==> config.mk <==
export PLATFORM = sky130hd
export DESIGN_NAME = aes_spi_frame_port
export DESIGN_NICKNAME = d
export VERILOG_FILES = /design/src/rtl/aes_spi_frame_port.sv
export SDC_FILE = /design/constraint.sdc
export NUM_CORES = 1
export LEC_CHECK = 0
export CAP_MARGIN = 10
export CORE_UTILIZATION = 25
export CTS_CLUSTER_DIAMETER = 60
export DETAILED_ROUTE_END_ITERATION = 7
export HOLD_SLACK_MARGIN = 0.1
export PLACE_DENSITY_LB_ADDON = 0.08
export SKIP_LAST_GASP = 1
export SLEW_MARGIN = 20
export SYNTH_ARGS = -nofsm -noshare
export SYNTH_HDL_FRONTEND = slang
export SYNTH_SLANG_ARGS = --single-unit
==> constraint.sdc <==
create_clock -name i_clk -period 42.7 [get_ports i_clk]
set_clock_uncertainty 0.05 [all_clocks]
set_input_delay 12.81 -clock i_clk [delete_from_list [all_inputs] [get_ports i_clk]]
set_output_delay 12.81 -clock i_clk [all_outputs]
set_load 0.03 [all_outputs]
==> src/rtl/aes_spi_frame_port.sv <==
// Serial front end for the AES core: deserialises key+plaintext MSB first, holds them with ready,
// then serialises the core's ciphertext back out. One bit per clk while cs is high.
module aes_spi_frame_port #(
  parameter int Nk = 4
) (
  input  logic                 i_clk,
  input  logic                 i_rst,
  input  logic                 i_cs,
  input  logic                 i_miso,
  output logic                 o_mosi,
  output logic [Nk*32-1:0]     o_key,
  output logic [127:0]         o_in_block,
  output logic                 o_ready,
  input  logic [127:0]         i_result,
  input  logic                 i_result_valid
);

  localparam int KEY_W = Nk * 32;
  localparam int FR_W  = KEY_W + 128;
  localparam logic [8:0] LAST_CNT = 9'(KEY_W + 127);

  typedef enum logic [1:0] {
    S_IDLE,
    S_RX,
    S_WAIT,
    S_TX
  } state_t;

  state_t            r_state;
  // The final frame bit goes straight from miso into the commit, so it is never stored.
  logic [FR_W-2:0]   r_rx_sr;
  logic [127:0]      r_tx_sr;
  logic [8:0]        r_bit_cnt;
  logic [KEY_W-1:0]  r_key;
  logic [127:0]      r_blk;
  logic              r_ready;
  logic [FR_W-1:0]   w_rx_next;

  assign w_rx_next  = {r_rx_sr, i_miso};
  assign o_mosi     = (r_state == S_TX) ? r_tx_sr[127] : 1'b0;
  assign o_key      = r_key;
  assign o_in_block = r_blk;
  assign o_ready    = r_ready;

  always_ff @(posedge i_clk or posedge i_rst) begin
    if (i_rst) begin
      r_state   <= S_IDLE;
      r_rx_sr   <= '0;
      r_tx_sr   <= '0;
      r_bit_cnt <= '0;
      r_key     <= '0;
      r_blk     <= '0;
      r_ready   <= 1'b0;
    end else begin
      case (r_state)
        S_IDLE: begin
          if (i_cs) begin
            r_rx_sr   <= w_rx_next[FR_W-2:0];
            r_bit_cnt <= 9'd1;
            r_state   <= S_RX;
          end
        end
        S_RX: begin
          if (!i_cs) begin
            r_bit_cnt <= '0;
            r_state   <= S_IDLE;
          end else begin
            r_rx_sr   <= w_rx_next[FR_W-2:0];
            r_bit_cnt <= r_bit_cnt + 9'd1;
            if (r_bit_cnt == LAST_CNT) begin
              r_key   <= w_rx_next[FR_W-1 -: KEY_W];
              r_blk   <= w_rx_next[127:0];
              r_ready <= 1'b1;
              r_state <= S_WAIT;
            end
          end
        end
        S_WAIT: begin
          if (i_result_valid) begin
            r_tx_sr   <= i_result;
            r_bit_cnt <= '0;
            r_ready   <= 1'b0;
            r_state   <= S_TX;
          end
        end
        S_TX: begin
          if (i_cs) begin
            r_tx_sr   <= {r_tx_sr[126:0], 1'b0};
            r_bit_cnt <= r_bit_cnt + 9'd1;
            if (r_bit_cnt == 9'd127) begin
              r_bit_cnt <= '0;
              r_state   <= S_IDLE;
            end
          end
        end
        default: r_state <= S_IDLE;
      endcase
    end
  end

endmodule

Word-level counts from Yosys, hierarchy flattened

Index checks and enable logic that the tools add are counted.

Logic and storage cells: 51
Memories kept: 0
Latch bits: 0
Memory bits (writable): 0
Output and inout bits: 258
Memory bits (read-only): 0
Flip-flop bits (word level): 651
Input port bits: 133

Equal/unequal tests: 12
Bitwise logic cells: 0
Divide/modulo/power cells: 0
Mux-type cells: 21
Add/subtract/negate cells: 1
$mul: 0
Shift-type cells: 0
Reductions and logical operators: 10
Magnitude comparators: 0

Operators with widths:

| cell                  | number |
|---|---|
| $mux W128             | 2 |
| $pmux W128 S2         | 1 |
| $mux W9               | 5 |
| $pmux W9 S4           | 1 |
| $mux W2               | 6 |
| $ne A2 B2 Y1 const B  | 5 |
| $add A9 B1 Y9 const B | 1 |
| $eq A9 B7 Y1 const B  | 1 |
| $eq A9 B8 Y1 const B  | 1 |
| $reduce_and A3 Y1     | 3 |
| $pmux W2 S4           | 1 |
| $reduce_and A5 Y1     | 1 |
| $eq A2 B2 Y1 const B  | 2 |
| $mux W1               | 4 |
| $reduce_and A4 Y1     | 1 |
| $reduce_bool A2 Y1    | 2 |
| $ne A3 B3 Y1 const B  | 1 |
| $eq A2 B1 Y1 const B  | 1 |
| $logic_not A2 Y1      | 1 |
| $ne A2 B1 Y1 const B  | 1 |
| $pmux W1 S2           | 1 |
| $reduce_and A2 Y1     | 1 |
| $reduce_or A2 Y1      | 1 |

Logic depth before layout (Yosys ltp)

Gate-level depths: netlist (run 1).

Depth after elaboration: 4
Gate-level depth with buffers: 10
Depth with buffers taken out: 7

Worst setup path after synthesis (run 1)

No wires, ideal clock.

Kind: register to output
From: reg r_state[0]
To: out o_mosi
Required time: 29840 ps
Setup slack: 28705 ps
Path buffers: 2
Cell stages (with the launch flop): 4
Data arrival time: 1135 ps
Path through: dfrtp_1 -> buf_2 -> clkbuf_1 -> and3_1

Word-level cells in the longest chain between the ends: 2

RTL lines:

| item                   | line | source |
|---|---|---|
| from (decl)            | 29   | `state_t r_state;` |
| from (signal assigned) | 47   | `r_state <= S_IDLE;` |
| from (signal assigned) | 60   | `r_state <= S_RX;` |
| from (signal assigned) | 66   | `r_state <= S_IDLE;` |
| $eq A2 B2 Y1           | 40   | `assign o_mosi = (r_state == S_TX) ? r_tx_sr[127] : 1'b0;` |
| $mux W1                | 40   |  |
| to (decl)              | 10   | `output logic o_mosi,` |

Every way passes these cells.

==> run_results.csv, run 1 <==
group,metric,value,unit
synthesis,yosys.area.top_type_share,63.5,%
drt,firstDrtPassIters,4,
setup_path,max_stage_delay,0.84,ns
setup_path,worst-setup-path-type,"in -> async",
timing,period_minus_slack,15.80,ns
floorplan,pin_count,391,
timing,fin_ws,26.90,ns
global_routing,grt_max_degree,164,
synthesis,ys_seq_elements,651,
cells_and_area,fill_cells,10500,
timing,fin_crit_sh,37.0,%
flow_run,maxCapViolCount,0,
synthesis,yosysSeqAreaShare,63.5,%
synthesis,syn_nets,2933,
drt,vias_per_cell,4.15,
synthesis,yosys-top-cells-count,"1,669 x nand2_1, 651 x dfrtp_1, 135 x o21ai_0",
clocking,ctsResizeCount,0,
clocking,post-cts-setup-buffers,0,
floorplan,coreArea,102000,µm²
synthesis,synth-main-ff-cell,"dfrtp_1",
placed_design,dp_hpwl,43900,µm
timing,tns,0,ns
clocking,cts_buffer_depth,3,
timing,worst_slew_pin_slew,1.05,ns
setup_path,cp-end-kind,"async pin",
power,power.density,42.1,nW/µm²
global_routing,grtUsageTotal,13.8,%
clocking,cts-htree-levels,3,
drt,antenna_left,0,
synthesis,syn_area_per_cell,9.17,µm²
global_routing,gr-total-overflow,0,
cells_and_area,multi_input_area,8640,µm²
floorplan,die_area,104000,µm²
timing,report.final.hold_viol_count,0,
cells_and_area,final_core_util,33.2,%
setup_path,crit_top_cell,"buf_4",
setup_path,crit_required,43.34,ns
placed_design,dp_slack,26.05,ns
setup_path,critPathBufInv,5,
drt,drtIter0Drc,1124,
drt,drc,0,
floorplan,die_h,322,µm
placed_design,placement.io_buffers,390,
power,total_power,1420,µW
setup_path,worstPathCellList,"clkdlybuf4s50_1 -> inv_8 -> buf_4 -> buf_4 -> buf_12",
timing,fmax,63.3,MHz
setup_path,cp_top_family,"buffers and inverters",
synthesis,syn-cell-area,25600,µm²
cells_and_area,area_growth,31.7,%
setup_path,cp.arrival,16.44,ns
clocking,cts_num_sinks,651,
clocking,cts_root_buf,"clkbuf_16",
floorplan,start_util,25.2,%
global_routing,antenna_found_initial,2,
drt,num_vias,19000,
cells_and_area,drive_gt1_share,5.40,%
synthesis,synth_most_common_cell,"nand2_1",
synthesis,synth-edff-count,0,
synthesis,synth_cell_types,34,
global_routing,grt_pass1_wl,114000,µm
synthesis,synth_top_area_cell,"dfrtp_1",
timing,setup_viol,0,
clocking,path_clk_slew,0.06,ns
synthesis,synth-async-reset-ratio,100,%
setup_path,cp_slowest_cell,"buf_4",
setup_path,worst-path-max-fanout,131,
clocking,cts_made_buffers,86,
setup_path,worstSetupStartpointType,"input port",
cells_and_area,diodes,0,
timing,slew_headroom,30.2,%
synthesis,synth_warnings,0,
timing,drv_slew,0,
drt,finalWirelength,71000,µm
placed_design,place.gp.congestion,0.738,
global_routing,first_global_vias,19400,
status,status,"finished clean",
synthesis,ys_top_cells_by_area,"dfrtp_1 64%, nand2_1 24%, mux2i_1 5.0%",
cells_and_area,ff_latch_area,16300,µm²
timing,rsz0062_at_grt,"false",
cells_and_area,nNetsFinal,3270,
clocking,holdBufCountCts,0,
clocking,clk_latency,0.63,ns
power,ir_drop,0.0000238,V
drt,drt-wirelength-per-cell,15.5,µm
power,p_leak,0.0181,µW
synthesis,synth_cells,2798,
hold_path,hold_path.class,"reg -> reg",
clocking,cts_tree,"done",
floorplan,row_count,117,
floorplan,die_width,322,µm
where the power goes:
part / switching (µW) / internal [µW] / total (µW) / leakage, µW
combinational: 28.0 / 16.6 / 44.6 / 0.00753
sequential: 4.59 / 622 / 627 / 0.00908
clock: 285 / 466 / 751 / 0.00145
stage by stage:
| step | cells | hold WS, ns | instance area, µm² |
|---|---|---|---|
| finish | 4574 | 0.422 | 33800 |
| CTS | 4574 | 0.427 | 33800 |
| detailed placement | 4415 | 0.411 | 30800 |
| floorplan | 2798 | 0.389 | 25600 |
| global placement | 4415 | 0.412 | 30800 |
| global route | 4574 | 0.438 | 33800 |
logic make-up after synthesis:
| family | synth area share (%) |
|---|---|
| AND/OR/NAND/NOR | 25.1 |
| flip-flops | 63.5 |
| buffers and inverters | 3.02 |
| AO/OA/AOI/OAI | 3.05 |
| multiplexers | 5.04 |
| XOR/XNOR | 0.171 |
| adder cells (fa/ha/maj) | 0.0976 |
layout by cell type, fill, tap and decap left out, types with 3 or more instances in the layout:
master / netlist / final
nand2_1: 1669 / 1668
dfrtp_1: 651 / 651
clkdlybuf4s50_1: 0 / 390
o21ai_0: 135 / 135
mux2i_1: 127 / 127
clkbuf_16: 0 / 91
clkbuf_1: 62 / 18
clkbuf_8: 0 / 15
buf_4: 17 / 15
clkinv_2: 0 / 9
bufinv_16: 0 / 8
clkinvlp_4: 0 / 7
nor2_1: 6 / 6
inv_1: 6 / 5
xor2_1: 5 / 5
clkinv_4: 0 / 4
inv_6: 0 / 4
a31oi_1: 3 / 3
nand4_1: 3 / 3
o2111ai_1: 3 / 3
buf_12: 0 / 3
tightest hold or removal path, cell delays in order (launching register included):
cell,delay [ns]
dfrtp_1,0.34
nand2_1,0.05
nand2_1,0.05
worst paths after layout:
path | from | endpoint | slack [ns] | depth (start not counted)
setup / recovery | i_rst | o_key[125] | 26.90 | 5
hold / removal | o_in_block[67] | o_in_block[67] | 0.42 | 2
setup reg to reg | flop | r_rx_sr[246] | 39.25 | 5
hold reg to reg | o_in_block[67] | o_in_block[67] | 0.42 | 2
max in group i_clk | i_cs | r_rx_sr[125] | 27.32 | 6
min in group asynchronous | i_rst | r_tx_sr[16] | 12.73 | 2
cell type report:
type	instances	share of cell area, %
clock buffer	124	7.55
clock inverter	35	1.34
multi-input combinational	1980	25.6
sequential	651	48.2
timing repair buffer	410	12.1
inverter	6	0.0889
tap	1368	5.07
metal layers:
metal  up-vias  track usage (%)  share of wire, %
li1       9383                -                 -
met5         -                0             0.011
met4         2             4.00               1.7
met1      9196             18.1                46
met3        83             3.65               5.5
met2       331             22.3                47
sequential cells by signal, indices dropped and copies added (netlist names), named ones only:
| register | cells |
|---|---|
| r_bit_cnt | 9 |
| o_in_block | 128 |
| o_key | 128 |
| r_rx_sr | 255 |
| r_state | 1 |
| r_tx_sr | 128 |
| o_ready | 1 |
No activity file was read; power rests on OpenSTA's default activity.
==> run 2: changes to the inputs <==
==> constraint.sdc (replaced) <==
create_clock -name i_clk -period 14.9 [get_ports i_clk]
set_clock_uncertainty 0.05 [all_clocks]
set_input_delay 4.47 -clock i_clk [delete_from_list [all_inputs] [get_ports i_clk]]
set_output_delay 4.47 -clock i_clk [all_outputs]
set_load 0.03 [all_outputs]
==> run_results.csv, run 2 (synthesis results as in run 1) <==
group,metric,value,unit
status,status,"finished clean",
clocking,cts_num_sinks,651,
setup_path,worst-setup-path-type,"in -> reg",
setup_path,max_stage_delay,0.89,ns
power,ir_drop,0.0000759,V
cells_and_area,final_core_util,33.2,%
cells_and_area,final_common_cell,"nand2_1",
setup_path,critPathBufInv,3,
global_routing,first_global_vias,19500,
global_routing,grt_pass1_wl,114000,µm
placed_design,dp_slack,6.60,ns
timing,rsz0062_at_grt,"false",
setup_path,crit_required,15.43,ns
timing,period_minus_slack,7.35,ns
clocking,path_clk_slew,0.06,ns
floorplan,row_count,117,
hold_path,worstHoldStart,"o_in_block[65]",
setup_path,cp.arrival,7.88,ns
cells_and_area,nNetsFinal,3275,
setup_path,worstPathCellList,"clkdlybuf4s50_1 -> nand2b_4 -> buf_4 -> buf_4 -> nand2_1 -> nand2_1",
hold_path,hold_path.class,"reg -> reg",
power,p_leak,0.0181,µW
drt,drtIter0Drc,1175,
clocking,ctsResizeCount,0,
placed_design,dp_hpwl,43700,µm
clocking,cts_root_buf,"clkbuf_16",
setup_path,worst-path-max-fanout,88,
drt,firstDrtPassIters,5,
drt,antenna_left,0,
timing,slew_headroom,28.3,%
setup_path,cp_slowest_cell,"buf_4",
clocking,holdBufCountCts,0,
timing,setup_viol,0,
setup_path,worstSetupStartpointType,"input port",
power,total_power,4050,µW
timing,fin_ws,7.55,ns
global_routing,grtUsageTotal,13.9,%
timing,fmax,136,MHz
drt,num_vias,19000,
timing,drv_slew,0,
drt,vias_per_cell,4.14,
setup_path,cp-end-kind,"flop",
clocking,post-cts-setup-buffers,0,
setup_path,reg2reg_slack,11.10,ns
global_routing,antenna_found_initial,3,
clocking,cts_made_buffers,88,
floorplan,pin_count,391,
timing,tns,0,ns
hold_path,holdPathStages,2,
placed_design,placement.io_buffers,390,
global_routing,grt_max_degree,214,
clocking,cts_tree,"done",
floorplan,die_width,322,µm
drt,finalWirelength,71900,µm
floorplan,die_area,104000,µm²
timing,fin_crit_sh,49.3,%
flow_run,maxCapViolCount,0,
setup_path,cp_top_family,"buffers and inverters",
drt,drt-wirelength-per-cell,15.7,µm
floorplan,coreArea,102000,µm²
timing,report.final.hold_viol_count,0,
cells_and_area,drive_gt1_share,5.76,%
placed_design,place.gp.congestion,0.744,
cells_and_area,largest_reg_flops,255,
setup_path,rr_worst_depth,5,
cells_and_area,area_growth,31.8,%
cells_and_area,ff_latch_area,16300,µm²
drt,drc,0,
clocking,cts_buffer_depth,3,
cells_and_area,multi_input_area,8640,µm²
cells_and_area,top_register,"r_rx_sr",
setup_path,worstReg2RegEnd,"r_rx_sr[31]",
timing,worst_slew_pin_slew,1.08,ns
floorplan,start_util,25.2,%
clocking,cts-htree-levels,3,
hold_path,holdPathEnd,"o_in_block[65]",
global_routing,gr-total-overflow,0,
cells_and_area,layout_common_cells,"1,668 x nand2_1, 651 x dfrtp_1, 390 x clkdlybuf4s50_1, 135 x o21ai_0, 127 x mux2i_1",
clocking,clk_latency,0.64,ns
floorplan,die_h,322,µm
power,power.density,120,nW/µm²
cells_and_area,fill_cells,10500,
## run 2: changes by cell type in the layout (fill, tap and decap cells not counted), sizes merged
cell	delta
clkbuf	-6
clkinv	+6
inv	+5
buf	+3
bufinv	-3
diode	+2
clkinvlp	+1
## run 2: area by class of cell
cell class | instances | area share (%)
clock inverter | 44 | 1.37
clock buffer | 118 | 7.42
timing repair buffer | 413 | 12.3
multi-input combinational | 1980 | 25.6
antenna | 2 | 0.0148
sequential | 651 | 48.2
tap | 1368 | 5.06
inverter | 6 | 0.0777
## run 2: worst max-delay path by stage
| stage | from | endpoint | slack (ns) | cells past startpoint |
|---|---|---|---|---|
| after global placement | i_cs | o_key[77] | 6.71 | 7 |
| after CTS | i_cs | o_key[76] | 7.32 | 7 |
| after detailed placement | i_cs | o_key[75] | 6.60 | 7 |
| final | i_cs | r_rx_sr[31] | 7.55 | 6 |
| after global routing | i_cs | r_rx_sr[31] | 7.27 | 6 |
| after floorplan | i_rst | async pin | 1.48 | 1 |
## run 2: per-stage QoR
step	hold WS, ns	cell area (µm²)	instances
after floorplan	0.389	25600	2798
after global placement	0.410	30800	4416
after detailed placement	0.412	30800	4416
after CTS	0.429	33700	4578
after global routing	0.444	33800	4582
final	0.419	33800	4582
## run 2: tightest hold or removal path, cell delays in order, from the launching register on
cell	delay [ns]
dfrtp_1	0.34
nand2_1	0.05
nand2_1	0.05
## run 2: metal layers
layer | vias up | share of wire, % | global-route usage [%]
met5 | - | 0.011 | 0
met4 | 2 | 2.2 | 4.72
met3 | 104 | 5.1 | 3.33
met2 | 319 | 47 | 22.6
met1 | 9146 | 45 | 18.0
li1 | 9392 | - | -
## run 2: power by group
group	switching, µW	internal (µW)
sequential	13.5	1780
combinational	80.4	47.4
clock	842	1280
total	936	3110
==> run 3: changes to the inputs <==
==> constraint.sdc (replaced) <==
create_clock -name i_clk -period 7.5 [get_ports i_clk]
set_clock_uncertainty 0.05 [all_clocks]
set_input_delay 2.25 -clock i_clk [delete_from_list [all_inputs] [get_ports i_clk]]
set_output_delay 2.25 -clock i_clk [all_outputs]
set_load 0.03 [all_outputs]
==> run_results.csv, run 3 (synthesis results as in run 1) <==
group,metric,value,unit
timing,fin_crit_sh,64.0,%
clocking,clk_latency,0.64,ns
setup_path,worstSetupStartpointType,"flop",
cells_and_area,final_core_util,33.2,%
hold_path,worstHoldStart,"o_in_block[25]",
clocking,cts_buffer_depth,3,
status,status,"finished clean",
drt,finalWirelength,72000,µm
setup_path,worst-path-max-fanout,20,
drt,drt-wirelength-per-cell,15.7,µm
clocking,ctsResizeCount,0,
drt,num_vias,19100,
timing,rsz0062_at_grt,"false",
setup_path,max_stage_delay,0.85,ns
cells_and_area,top_register,"r_rx_sr",
placed_design,placement.io_buffers,390,
power,power.density,236,nW/µm²
placed_design,dp_hpwl,44200,µm
setup_path,cp-end-kind,"output port",
cells_and_area,area_growth,31.5,%
drt,drtIter0Drc,1241,
cells_and_area,multi_input_area,8630,µm²
power,ir_drop,0.000143,V
global_routing,grt_pass1_wl,115000,µm
drt,antenna_left,0,
hold_path,holdPathStages,2,
timing,period_minus_slack,4.80,ns
setup_path,cp_top_family,"flip-flops",
placed_design,dp_slack,2.47,ns
clocking,holdBufCountCts,0,
cells_and_area,largest_reg_flops,255,
hold_path,holdPathEnd,"o_in_block[25]",
floorplan,pin_count,391,
setup_path,cp_slowest_cell,"dfrtp_1",
setup_path,cp.arrival,2.50,ns
setup_path,crit_required,5.20,ns
cells_and_area,drive_gt1_share,5.37,%
cells_and_area,final_common_cell,"nand2_1",
power,total_power,7950,µW
setup_path,reg2reg_slack,4.49,ns
timing,slew_headroom,33.7,%
floorplan,row_count,117,
timing,worst_slew_pin_slew,0.994,ns
clocking,path_clk_slew,0.06,ns
clocking,cts-htree-levels,3,
cells_and_area,layout_common_cells,"1,668 x nand2_1, 651 x dfrtp_1, 390 x clkdlybuf4s50_1, 135 x o21ai_0, 127 x mux2i_1",
global_routing,gr-total-overflow,0,
clocking,cts_made_buffers,85,
timing,drv_slew,0,
cells_and_area,nNetsFinal,3273,
setup_path,worst-setup-path-type,"reg -> out",
placed_design,place.gp.congestion,0.725,
clocking,cts_num_sinks,651,
clocking,cts_tree,"done",
floorplan,die_h,322,µm
drt,firstDrtPassIters,5,
timing,fmax,208,MHz
setup_path,worstPathCellList,"and3_1 -> clkdlybuf4s50_1",
clocking,post-cts-setup-buffers,0,
setup_path,r2r_start,"r_state[0]",
floorplan,coreArea,102000,µm²
timing,fin_hold_ws,0.420,ns
floorplan,die_width,322,µm
global_routing,first_global_vias,19600,
timing,report.final.hold_viol_count,0,
global_routing,grt_max_degree,212,
hold_path,hold_path.class,"reg -> reg",
setup_path,rr_worst_depth,4,
setup_path,critPathBufInv,1,
timing,fin_ws,2.70,ns
power,p_leak,0.0180,µW
setup_path,worstReg2RegEnd,"r_tx_sr[113]",
cells_and_area,ff_latch_area,16300,µm²
floorplan,start_util,25.2,%
timing,setup_viol,0,
drt,vias_per_cell,4.17,
clocking,cts_root_buf,"clkbuf_16",
cells_and_area,fill_cells,10500,
drt,drc,0,
global_routing,grtUsageTotal,14.0,%
floorplan,die_area,104000,µm²
flow_run,maxCapViolCount,0,
global_routing,antenna_found_initial,1,
run 3: cell types whose count changed in the layout (fill, tap and decap cells not counted), sizes merged:
| cell | before | now |
|---|---|---|
| bufinv | 5 | 6 |
| diode | 2 | 1 |
| inv | 16 | 13 |
| clkinv | 21 | 13 |
| clkbuf | 118 | 119 |
| buf | 23 | 24 |
run 3: area by class of cell:
cell class | count | area share [%]
flip-flops and latches | 651 | 48.3
multi-input cells | 1980 | 25.6
repair buffers | 414 | 12.5
clock buffers | 119 | 7.19
well taps | 1368 | 5.07
clock inverters | 34 | 1.28
inverters | 6 | 0.0779
diodes | 1 | 0.00742
run 3: where the power goes:
group	switching, µW	internal [µW]
Sequential	27.1	3540
Combinational	160	98.4
Clock	1640	2480
Total	1830	6120
run 3: worst max-delay path by stage:
| stage | from | endpoint | cells after the start |
|---|---|---|---|
| 5_1_grt | r_state[0] | o_mosi | 2 |
| 6_report | r_state[0] | o_mosi | 2 |
| 3_5_place_dp | i_cs | r_rx_sr[185] | 6 |
| 2_1_floorplan | i_rst | async pin | 1 |
| 4_1_cts | r_state[0] | o_mosi | 2 |
| 3_3_place_gp | i_cs | r_rx_sr[156] | 6 |
run 3: metal layers:
metal  global-route usage, %  vias to the layer above  part of all wire, %
li1                        -                     9399                    -
met1                    18.7                     9221                   46
met5                       0                        -                    0
met3                    3.03                      101                  4.4
met4                    4.44                        0                  2.8
met2                    22.5                      342                   47
run 3: metrics by stage:
stage,TNS (ns),area (µm²),instances
after floorplan,-2406.48,25600,2798
after global placement,0,30800,4417
after detailed placement,0,30800,4417
after CTS,0,33700,4570
after global routing,0,33700,4573
final,0,33700,4573
run 3: tightest hold or removal path, delay by kind of cell (launching register included):
kind             cells  cell delay [ns]
AND/OR/NAND/NOR      2             0.10
flip-flops           1             0.33
